==> config.mk <==
export PLATFORM = sky130hd
export DESIGN_NAME = pq_batch_reader
export DESIGN_NICKNAME = d
export VERILOG_FILES = /design/src/rtl/pq_pkg.sv /design/src/rtl/pq_batch_reader.sv
export SDC_FILE = /design/constraint.sdc
export NUM_CORES = 1
export LEC_CHECK = 0
export CAP_MARGIN = 15
export CELL_PAD_IN_SITES_DETAIL_PLACEMENT = 1
export CELL_PAD_IN_SITES_GLOBAL_PLACEMENT = 2
export CORE_MARGIN = 3
export CORE_UTILIZATION = 14
export DETAILED_ROUTE_END_ITERATION = 10
export HOLD_SLACK_MARGIN = 0.08
export PLACE_DENSITY_LB_ADDON = 0.2
export SLEW_MARGIN = 20
export SYNTH_ARGS = -nofsm -noshare
export SYNTH_HDL_FRONTEND = slang
export SYNTH_SLANG_ARGS = --single-unit
==> constraint.sdc <==
create_clock -name ck -period 1.55 [get_ports ck]
set_input_delay 0.155 -clock ck [delete_from_list [all_inputs] [get_ports ck]]
set_output_delay 0.155 -clock ck [all_outputs]
set_load 0.01 [all_outputs]
==> src/rtl/pq_pkg.sv <==
// Shared definitions for the priority-queue batch controller: state encoding,
// default queue depth and the occupancy counter width helper.
package pq_pkg;

  typedef enum logic {
    FILL  = 1'b0,
    DRAIN = 1'b1
  } pq_state_t;

  localparam int PQ_DEPTH = 6;

  // Bits needed to hold an occupancy value in 0..depth inclusive.
  function automatic int pq_cnt_w(input int depth);
    return $clog2(depth + 1);
  endfunction

endpackage

==> src/rtl/pq_batch_reader.sv <==
// Consumer-side controller for the sorted priority queue: collects a batch from
// an upstream stream, then drains it largest-first with a last marker.
module pq_batch_reader
  import pq_pkg::*;
#(
  parameter int W     = 8,
  parameter int DEPTH = PQ_DEPTH
) (
  input  logic                       ck,
  input  logic                       r,
  input  logic                       flush,
  input  logic                       in_valid,
  input  logic [W-1:0]               in_data,
  input  logic                       in_last,
  output logic                       in_ready,
  output logic                       out_valid,
  output logic [W-1:0]               out_data,
  output logic                       out_last,
  input  logic                       out_ready,
  output logic [W-1:0]               pq_newVal,
  output logic                       pq_loadIn,
  output logic                       pq_shiftOut,
  output logic                       pq_clear,
  input  logic [W-1:0]               pq_top,
  output logic [$clog2(DEPTH+1)-1:0] count
);

  localparam int CW = pq_cnt_w(DEPTH);

  pq_state_t      state_reg, state_next;
  logic [CW-1:0]  count_reg, count_next;
  logic [CW-1:0]  post_cnt;

  assign pq_newVal = in_data;
  assign out_data  = pq_top;
  assign count     = count_reg;

  always_comb begin
    state_next  = state_reg;
    count_next  = count_reg;
    post_cnt    = count_reg;
    in_ready    = 1'b0;
    out_valid   = 1'b0;
    out_last    = 1'b0;
    pq_loadIn   = 1'b0;
    pq_shiftOut = 1'b0;
    pq_clear    = 1'b0;

    if (r) begin
      // The queue is held in reset by the same r; only advertise readiness.
      in_ready = 1'b1;
    end else if (flush) begin
      pq_clear   = 1'b1;
      count_next = '0;
      state_next = FILL;
    end else begin
      case (state_reg)
        FILL: begin
          in_ready = (count_reg < CW'(DEPTH));
          if (in_valid && in_ready) begin
            // Zero is the queue's empty marker, so it is consumed but never stored.
            pq_loadIn  = (in_data != '0);
            post_cnt   = count_reg + CW'(pq_loadIn);
            count_next = post_cnt;
            if ((in_last && (post_cnt != '0)) || (post_cnt == CW'(DEPTH)))
              state_next = DRAIN;
          end
        end
        DRAIN: begin
          out_valid = 1'b1;
          out_last  = (count_reg == CW'(1));
          if (out_ready) begin
            pq_shiftOut = 1'b1;
            count_next  = count_reg - CW'(1);
            if (count_reg == CW'(1))
              state_next = FILL;
          end
        end
      endcase
    end
  end

  always_ff @(posedge ck or posedge r) begin
    if (r) begin
      state_reg <= FILL;
      count_reg <= '0;
    end else begin
      state_reg <= state_next;
      count_reg <= count_next;
    end
  end

endmodule

* After elaboration in Yosys (flattened, before gate mapping)
Cells that the tools add are included.
W data, S select, Z words.
** Operators by class
- Add/sub/neg operators :: 2
- Order comparisons :: 1
- Equal/unequal tests :: 4
- Mux-type cells :: 29
- Bitwise gates (word level) :: 2
- Reduce and logical (&&, ||, !) cells :: 6
** Operator list (number)
- $mux W1 :: 24
- $mux W3 :: 3
- $reduce_bool A8 Y1 :: 1
- $ne A3 B3 Y1 const B :: 2
- $pmux W3 S2 :: 1
- $add A3 B1 Y3 :: 1
- $eq A3 B1 Y1 const B :: 1
- $eq A3 B3 Y1 const B :: 1
- $lt A3 B3 Y1 const B :: 1
- $reduce_and A3 Y1 :: 1
- $reduce_bool A3 Y1 :: 1
- $sub A3 B1 Y3 const B :: 1
- $logic_and A1 B1 Y1 :: 2
- $not A1 Y1 :: 2
- $pmux W1 S2 :: 1
- $logic_or A1 B1 Y1 :: 1
** Word-level totals
- Flip-flop bits (word level) :: 4
- Bits of input ports :: 22
- Output and inout bits :: 25
- Word-level logic and storage cells :: 46

* Logic depth before layout (Yosys ltp)
Gate-level depths: netlist (run 1).
- Depth in word-level cells :: 9
- Mapped depth :: 8
- Depth with buffers taken out :: 8

* Least setup slack after synthesis (run 1)
OpenSTA, ideal clock, no wires.
- Path kind :: in2reg
- Start point :: input port in_data[3]
- End point :: register state_reg
- Library setup time :: 0.121 ns
- Arrival time :: 1.367 ns
- Data required time :: 1.429 ns
- Slack :: 0.063 ns
- Stages on the path :: 8
- Buffers on the path :: 0
- Cell sequence :: nor4_1 -> nand2_1 -> ha_1 -> ha_1 -> o21ai_0 -> nand2_1 -> a31oi_1 -> nor2_1
** Between the ends
- Longest elaborated chain between the ends :: 9
- Elaborated cells between the ends (all ways) :: 10
- Classes of those cells :: add/sub: 1; eq/ne: 1; mux: 4; reduce/logical: 4
** Ends and longest elaborated chain
- start, declared :: line pq_batch_reader.sv:13 : input logic [W-1:0] in_data,
- $reduce_bool A8 Y1 (*) :: line pq_batch_reader.sv:62 : pq_loadIn = (in_data != '0);
- $add A3 B1 Y3 (*) :: line pq_batch_reader.sv:63 : post_cnt = count_reg + CW'(pq_loadIn);
- $reduce_bool A3 Y1 :: line pq_batch_reader.sv:65 : if ((in_last && (post_cnt != '0)) || (post_cnt == CW'(DEPTH)))
- $logic_and A1 B1 Y1 :: line pq_batch_reader.sv:65
- $logic_or A1 B1 Y1 (*) :: line pq_batch_reader.sv:65
- $mux W1 (*) :: line pq_batch_reader.sv:65
- $mux W1 (*) :: line pq_batch_reader.sv:60 : if (in_valid && in_ready) begin
- $pmux W1 S2 (*) :: line pq_batch_reader.sv:57 : case (state_reg)
- $mux W1 (*) :: line pq_batch_reader.sv:52 : end else if (flush) begin
- end signal, assigned :: line pq_batch_reader.sv:88 : state_reg <= state_next;
- end, declared :: line pq_batch_reader.sv:30 : pq_state_t state_reg, state_next;
Mark *: on every way between the ends. The rest lies on a longest branch, timed or not.
A chain may end at the register's enable or synchronous reset.

* Final worst setup path (run 1)
- Start point :: register count_reg[1] (netlist: count[1])
- End point :: output port count[1]
** RTL lines
- start, declared :: line pq_batch_reader.sv:31 : logic [CW-1:0] count_reg, count_next;
- start signal, assigned :: line pq_batch_reader.sv:89 : count_reg <= count_next;
- end, declared :: line pq_batch_reader.sv:25 : output logic [$clog2(DEPTH+1)-1:0] count
No word-level cell between the ends.

==> results of run 1 <==
-- synth_stat cells, drive strengths merged --
cell type  count
xnor2          1
mux2           1
nor3b          2
ha             4
and2           2
and3           1
inv            4
a211o          1
a21o           1
dfrtp          4
nor4           2
a31oi          2
nand2         10
nor2           6
o21ai          5
buf           18
a21bo          1
nor2b          1
o31ai          2
and2b          1
-- power groups by stage --
stage | logic [W] | registers (W) | clock network (W)
after floorplan | 0.000304 | 0.000215 | 0
after global placement | 0.000654 | 0.000194 | 0
after detailed placement | 0.000663 | 0.000193 | 0
after CTS | 0.000752 | 0.000196 | 0.000230
after global routing | 0.000907 | 0.000203 | 0.000237
final | 0.000811 | 0.000197 | 0.000218
-- worst max-delay path, delay by kind of cell (launching register included) --
kind | cells | cell delay (ns)
buffers and inverters | 3 | 0.74
DFF | 1 | 0.39
-- cell type report --
class	count	area (um2)	area share [%]
inverter	4	15.0	1.55
timing repair buffer	49	414	42.7
sequential	4	101	10.5
clock buffer	3	41.3	4.26
multi-input combinational	43	340	35.1
tap	46	57.6	5.94
-- layer usage --
| metal | vias up | share of wire, % |
|---|---|---|
| met1 | 270 | 38 |
| met4 | 0 | 0.22 |
| met3 | 2 | 11 |
| met2 | 31 | 51 |
| met5 | - | 0 |
| li1 | 284 | - |
-- through the flow --
step	TNS (ns)	cell area (um2)	setup WS (ns)
final	0	970	0.0523
after global routing	0	970	0.00481
after CTS	0	948	0.000123
after detailed placement	-3.45	855	-0.634
after global placement	-3.17	855	-0.557
after floorplan	0	523	0.0626
-- final timing paths --
path | endpoint | slack, ns | depth (start not counted) | from
min reg2reg | count[2]$_DFFE_PP0P_ | 0.66 | 3 | count[2]$_DFFE_PP0P_
min | out_data[6] | 0.31 | 0 | pq_top[6]
max reg2reg | state_reg$_DFFE_PP0N_ | 0.13 | 6 | count[1]$_DFFE_PP0P_
max in group asynchronous | state_reg$_DFFE_PP0N_ | 1.07 | 5 | r
max | count[1] | 0.05 | 3 | count[1]$_DFFE_PP0P_
min in group asynchronous | count[0]$_DFFE_PP0P_ | 0.37 | 5 | r
-- logic make-up after synthesis --
family / synth area share [%]
flops: 19.1
compound gates: 15.1
buf+inv: 29.4
fa+ha+maj: 9.57
mux: 2.15
xor+xnor: 1.67
simple gates: 23.0
-- timing repair --
item,CTS,global route
gates cloned,0,0
buffers inserted,2,2
pin swaps,7,8
resized for setup,38,12
hold buffers,0,0
endpoints found under the setup margin,10,5
==> run_results.csv, run 1 <==
group,metric,value,unit
outcome,status,"finished clean",
yosys,synth_top_area_share,24.4,%
finish,layout.cells.non_filler,149,
grt,grt_max_degree,7,
finish,final_common_cell,"buf_4",
floorplan,start_util,15.1,%
worst_setup_path,critPathCaptureType,"primary output",
grt,use_met3,3.54,%
power_and_ir_drop,seqPwrFrac,16.0,%
hold_path,hold_class,"in -> out",
placement,place_inst,142,
power_and_ir_drop,p_comb_share,66.2,%
floorplan,placementRows,21,
worst_setup_path,arrival,1.34,ns
worst_setup_path,slowest_delay,0.47,ns
yosys,syn-cell-area,523,um2
drt,ant_nets,0,
finish,final_cell_mix,"buf_4 (18), clkdlybuf4s50_1 (15), nand2_1 (10)",
run,maxCapViolCount,0,
clock_network,clk_latency,0.22,ns
sta,relSlewSlack,81.8,%
grt,grt_pass1_vias,627,
clock_network,cts.sinks,4,
floorplan,die_h,67.1,um
finish,areaGrowthSynthToFinish,85.4,%
finish,utilization,28.0,%
finish,fin_nets,131,
placement,place.gp.congestion,0.747,
yosys,ys_warn_count,0,
clock_network,clk_path_buf_depth,2,
power_and_ir_drop,clkPwrFrac,17.8,%
sta,fin_crit,1.50,ns
worst_setup_path,critPathRequiredTime,1.39,ns
worst_setup_path,crit_path_frequent_cell,"buf_4",
finish,drive_above_1_share,37.9,%
worst_setup_path,setup.worst_path.class,"reg -> out",
drt,dr.pass1.iters,3,
grt,grt_most_used_layer,"met2",
power_and_ir_drop,irDropWorstVdd,0.842,mV
yosys,ys_types,21,
sta,period_share,96.6,%
placement,dpl.hpwl,1.50,mm
floorplan,die_width,67.1,um
clock_network,tritoncts,"yes",
yosys,synth_cells,69,
floorplan,io_pins,47,
power_and_ir_drop,intPower,0.000785,W
power_and_ir_drop,p_sw,0.000441,W
grt,gr-usage-met1,9.18,%
clock_network,tritoncts.num_buffers,3,
grt,grt_antenna_before_repair,0,
yosys,syn_avg_cell_area,7.58,um2
floorplan,core_area,3470,um2
sta,hold_viol,0,
grt,overflow,0,
worst_setup_path,worst-path-max-fanout,3,
sta,clock_skew,0.00114,ns
worst_setup_path,cp_slowest_cell,"clkdlybuf4s50_1",
sta,hold-worst-slack,0.310,ns
clock_network,root_buffer,"clkbuf_8",
drt,drtIter0Drc,6,
worst_setup_path,cp-start-kind,"flip-flop",
yosys,yosys-top-cells-area,"buf_4 (24%), dfrtp_1 (19%), ha_1 (9.6%), nand2_1 (7.2%), o21ai_0 (4.8%)",
finish,num_antenna_cells,0,
sta,setup_viol,0,
yosys,seq_area_frac_synth,19.1,%
sta,slew_viol_final,0,
drt,drc,0,
drt,wl,1.80,mm
power_and_ir_drop,powerDensity,1260,nW/um2
floorplan,die_area,4510,um2
power_and_ir_drop,p_leak,0.449,nW
yosys,synth_fp_nets,95,
sta,rsz0062_at_grt,"no",
drt,wl_per_cell,12.1,um
placement,portBuffers,30,
clock_network,clk_pin_slew,0.03,ns
yosys,synth_area_leader_cell,"buf_4",
worst_setup_path,crit_chain,"buf_4 -> buf_4 -> clkdlybuf4s50_1",
drt,num_vias,587,
sta,max_slew.worst_pin.slew,0.273,ns
grt,grt_pass1_wl,2.90,mm
power_and_ir_drop,total_power,0.00123,W
sta,max_freq,0.668,GHz
yosys,synth-seq-cells,4,
finish,largest_reg_flops,3,
grt,track_usage,8.67,%
power_and_ir_drop,switching_share,36.0,%
drt,vias_per_cell,3.94,
finish,fill_cells,433,
grt,grt_use_met2,15.6,%
clock_network,htreeDepth,1,
Power figures use the tool's default switching activity.
==> inputs of run 2 (changes only) <==
--- a/config.mk
+++ b/config.mk
@@ -13,6 +13,7 @@
 export DETAILED_ROUTE_END_ITERATION = 10
 export HOLD_SLACK_MARGIN = 0.08
 export PLACE_DENSITY_LB_ADDON = 0.2
+export SETUP_SLACK_MARGIN = 0.3
 export SLEW_MARGIN = 20
 export SYNTH_ARGS = -nofsm -noshare
 export SYNTH_HDL_FRONTEND = slang
==> run 2 against run 1 <==
Clock skew hardly changed; critical path depth increased by 1; power increased by 1.5%; first-iteration DRC count grew to 2.8 times the previous value; critical endpoint is now pq_loadIn.
==> run_results.csv, run 2 (synthesized netlist as in run 1, its figures left out) <==
group,metric,value,unit
outcome,status,"finished clean",
grt,grt_antenna_before_repair,0,
worst_setup_path,critPathCaptureType,"primary output",
finish,final_cell_mix,"buf_4 (13), clkdlybuf4s50_1 (11), nand2_1 (9), buf_2 (9), dlygate4sd2_1 (6)",
drt,num_vias,562,
drt,ant_nets,0,
clock_network,htreeDepth,1,
sta,hold-worst-slack,0.304,ns
placement,dpl_cell_area,860,um2
worst_setup_path,worst-path-max-fanout,3,
grt,overflow,0,
sta,hold_viol,0,
sta,fin_crit,1.43,ns
sta,max_slew.worst_pin.slew,0.275,ns
floorplan,start_util,15.1,%
finish,areaGrowthSynthToFinish,87.8,%
placement,place_ws,-0.419,ns
drt,drtIter0Drc,17,
power_and_ir_drop,p_leak,0.443,nW
drt,dr.pass1.iters,2,
drt,wl_per_cell,12.2,um
finish,final_common_cell,"buf_4",
sta,rsz0062_at_grt,"yes",
grt,grt_max_degree,9,
floorplan,placementRows,21,
placement,dpl.hpwl,1.42,mm
power_and_ir_drop,irDropWorstVdd,0.229,mV
power_and_ir_drop,powerDensity,1270,nW/um2
clock_network,tritoncts.num_buffers,3,
worst_setup_path,rr_worst_depth,7,
sta,relSlewSlack,81.7,%
drt,vias_per_cell,3.88,
clock_network,root_buffer,"clkbuf_8",
sta,clock_skew,0.00158,ns
floorplan,io_pins,47,
clock_network,clk_path_buf_depth,2,
drt,drc,0,
sta,period_share,92.0,%
sta,setup_ws,0.123,ns
clock_network,tritoncts,"yes",
finish,fin_nets,127,
floorplan,die_width,67.1,um
worst_setup_path,setup.worst_path.class,"reg -> out",
sta,slew_viol_final,0,
hold_path,hold_class,"in -> async",
finish,num_antenna_cells,0,
worst_setup_path,arrival,1.27,ns
worst_setup_path,cp-start-kind,"flip-flop",
clock_network,holdBufCountCts,0,
drt,wl,1.78,mm
run,maxCapViolCount,0,
grt,track_usage,8.77,%
floorplan,die_h,67.1,um
power_and_ir_drop,total_power,0.00124,W
floorplan,die_area,4510,um2
floorplan,core_area,3470,um2
sta,setup_viol,0,
finish,drive_above_1_share,50.5,%
finish,largest_reg_flops,3,
finish,design_area,982,um2
grt,grt_pass1_wl,2.93,mm
clock_network,clk_latency,0.22,ns
clock_network,clk_pin_slew,0.04,ns
grt,grt_pass1_vias,610,
placement,place.gp.congestion,0.765,
sta,max_freq,0.701,GHz
finish,fill_cells,433,
worst_setup_path,critPathRequiredTime,1.39,ns
clock_network,cts.sinks,4,
placement,portBuffers,30,
==> run 2: cell count changes in the layout (fill, tap and decap cells not counted), moves of 2 or more <==
cell             before  now
clkdlybuf4s15_2       0    2
nor4_2                2    0
clkdlybuf4s50_1      15   11
nor4_4                0    2
clkbuf_2              3    1
clkdlybuf4s15_1       4    1
buf_4                18   13
buf_2                 2    9
o31ai_1               2    0
==> run 2: where the power goes <==
group	leakage [nW]	switching [W]	internal [W]	total (W)
Sequential	0.0497	0.0000328	0.000152	0.000185
Clock	0.0216	0.0000637	0.000166	0.000230
Combinational	0.372	0.000380	0.000448	0.000828
==> run 2: per-layer routing <==
metal	global-route usage [%]	share of wire, %	vias up
met1	10.5	44	261
met5	0	0	-
li1	-	-	275
met4	4.30	0.34	0
met3	2.53	6.4	2
met2	14.2	49	24
==> run 2: area by class of cell <==
| type | count | area, um2 | share of cell area (%) |
|---|---|---|---|
| Sequential cell | 4 | 103 | 10.4 |
| Clock buffer | 3 | 41.3 | 4.20 |
| Tap cell | 46 | 57.6 | 5.86 |
| Timing Repair Buffer | 45 | 365 | 37.2 |
| Inverter | 4 | 15.0 | 1.53 |
| Multi-Input combinational cell | 43 | 400 | 40.8 |
==> run 2: final timing paths <==
path	slack (ns)	to	startpoint
min in group ck	0.31	out_data[6]	pq_top[6]
max	0.12	pq_loadIn	count[1]$_DFFE_PP0P_
min reg2reg	0.63	count[0]$_DFFE_PP0P_	count[0]$_DFFE_PP0P_
max in group asynchronous	1.13	count[1]$_DFFE_PP0P_	r
min	0.30	count[2]$_DFFE_PP0P_	r
max reg2reg	0.15	count[2]$_DFFE_PP0P_	count[0]$_DFFE_PP0P_
==> run 2: metrics by stage <==
stage | cells | utilization, % | setup TNS [ns]
6_report | 145 | 28.3 | 0
5_1_grt | 145 | 28.3 | 0
4_1_cts | 144 | 27.1 | 0
3_5_place_dp | 137 | 24.8 | -2.57
3_3_place_gp | 137 | 24.8 | -2.55
2_1_floorplan | 69 | - | 0
==> run 2: what timing repair did <==
action,4_1_cts,5_1_grt
buffers inserted,4,1
gates resized for setup,64,10
pin swaps,13,7
setup endpoints to repair,21,9
==> run 2: worst max-delay path, stage by stage, from the launching register on <==
cell	delay, ns
dfrtp_2	0.41
a21bo_2	0.23
nor2_4	0.09
and3_1	0.18
buf_2	0.14
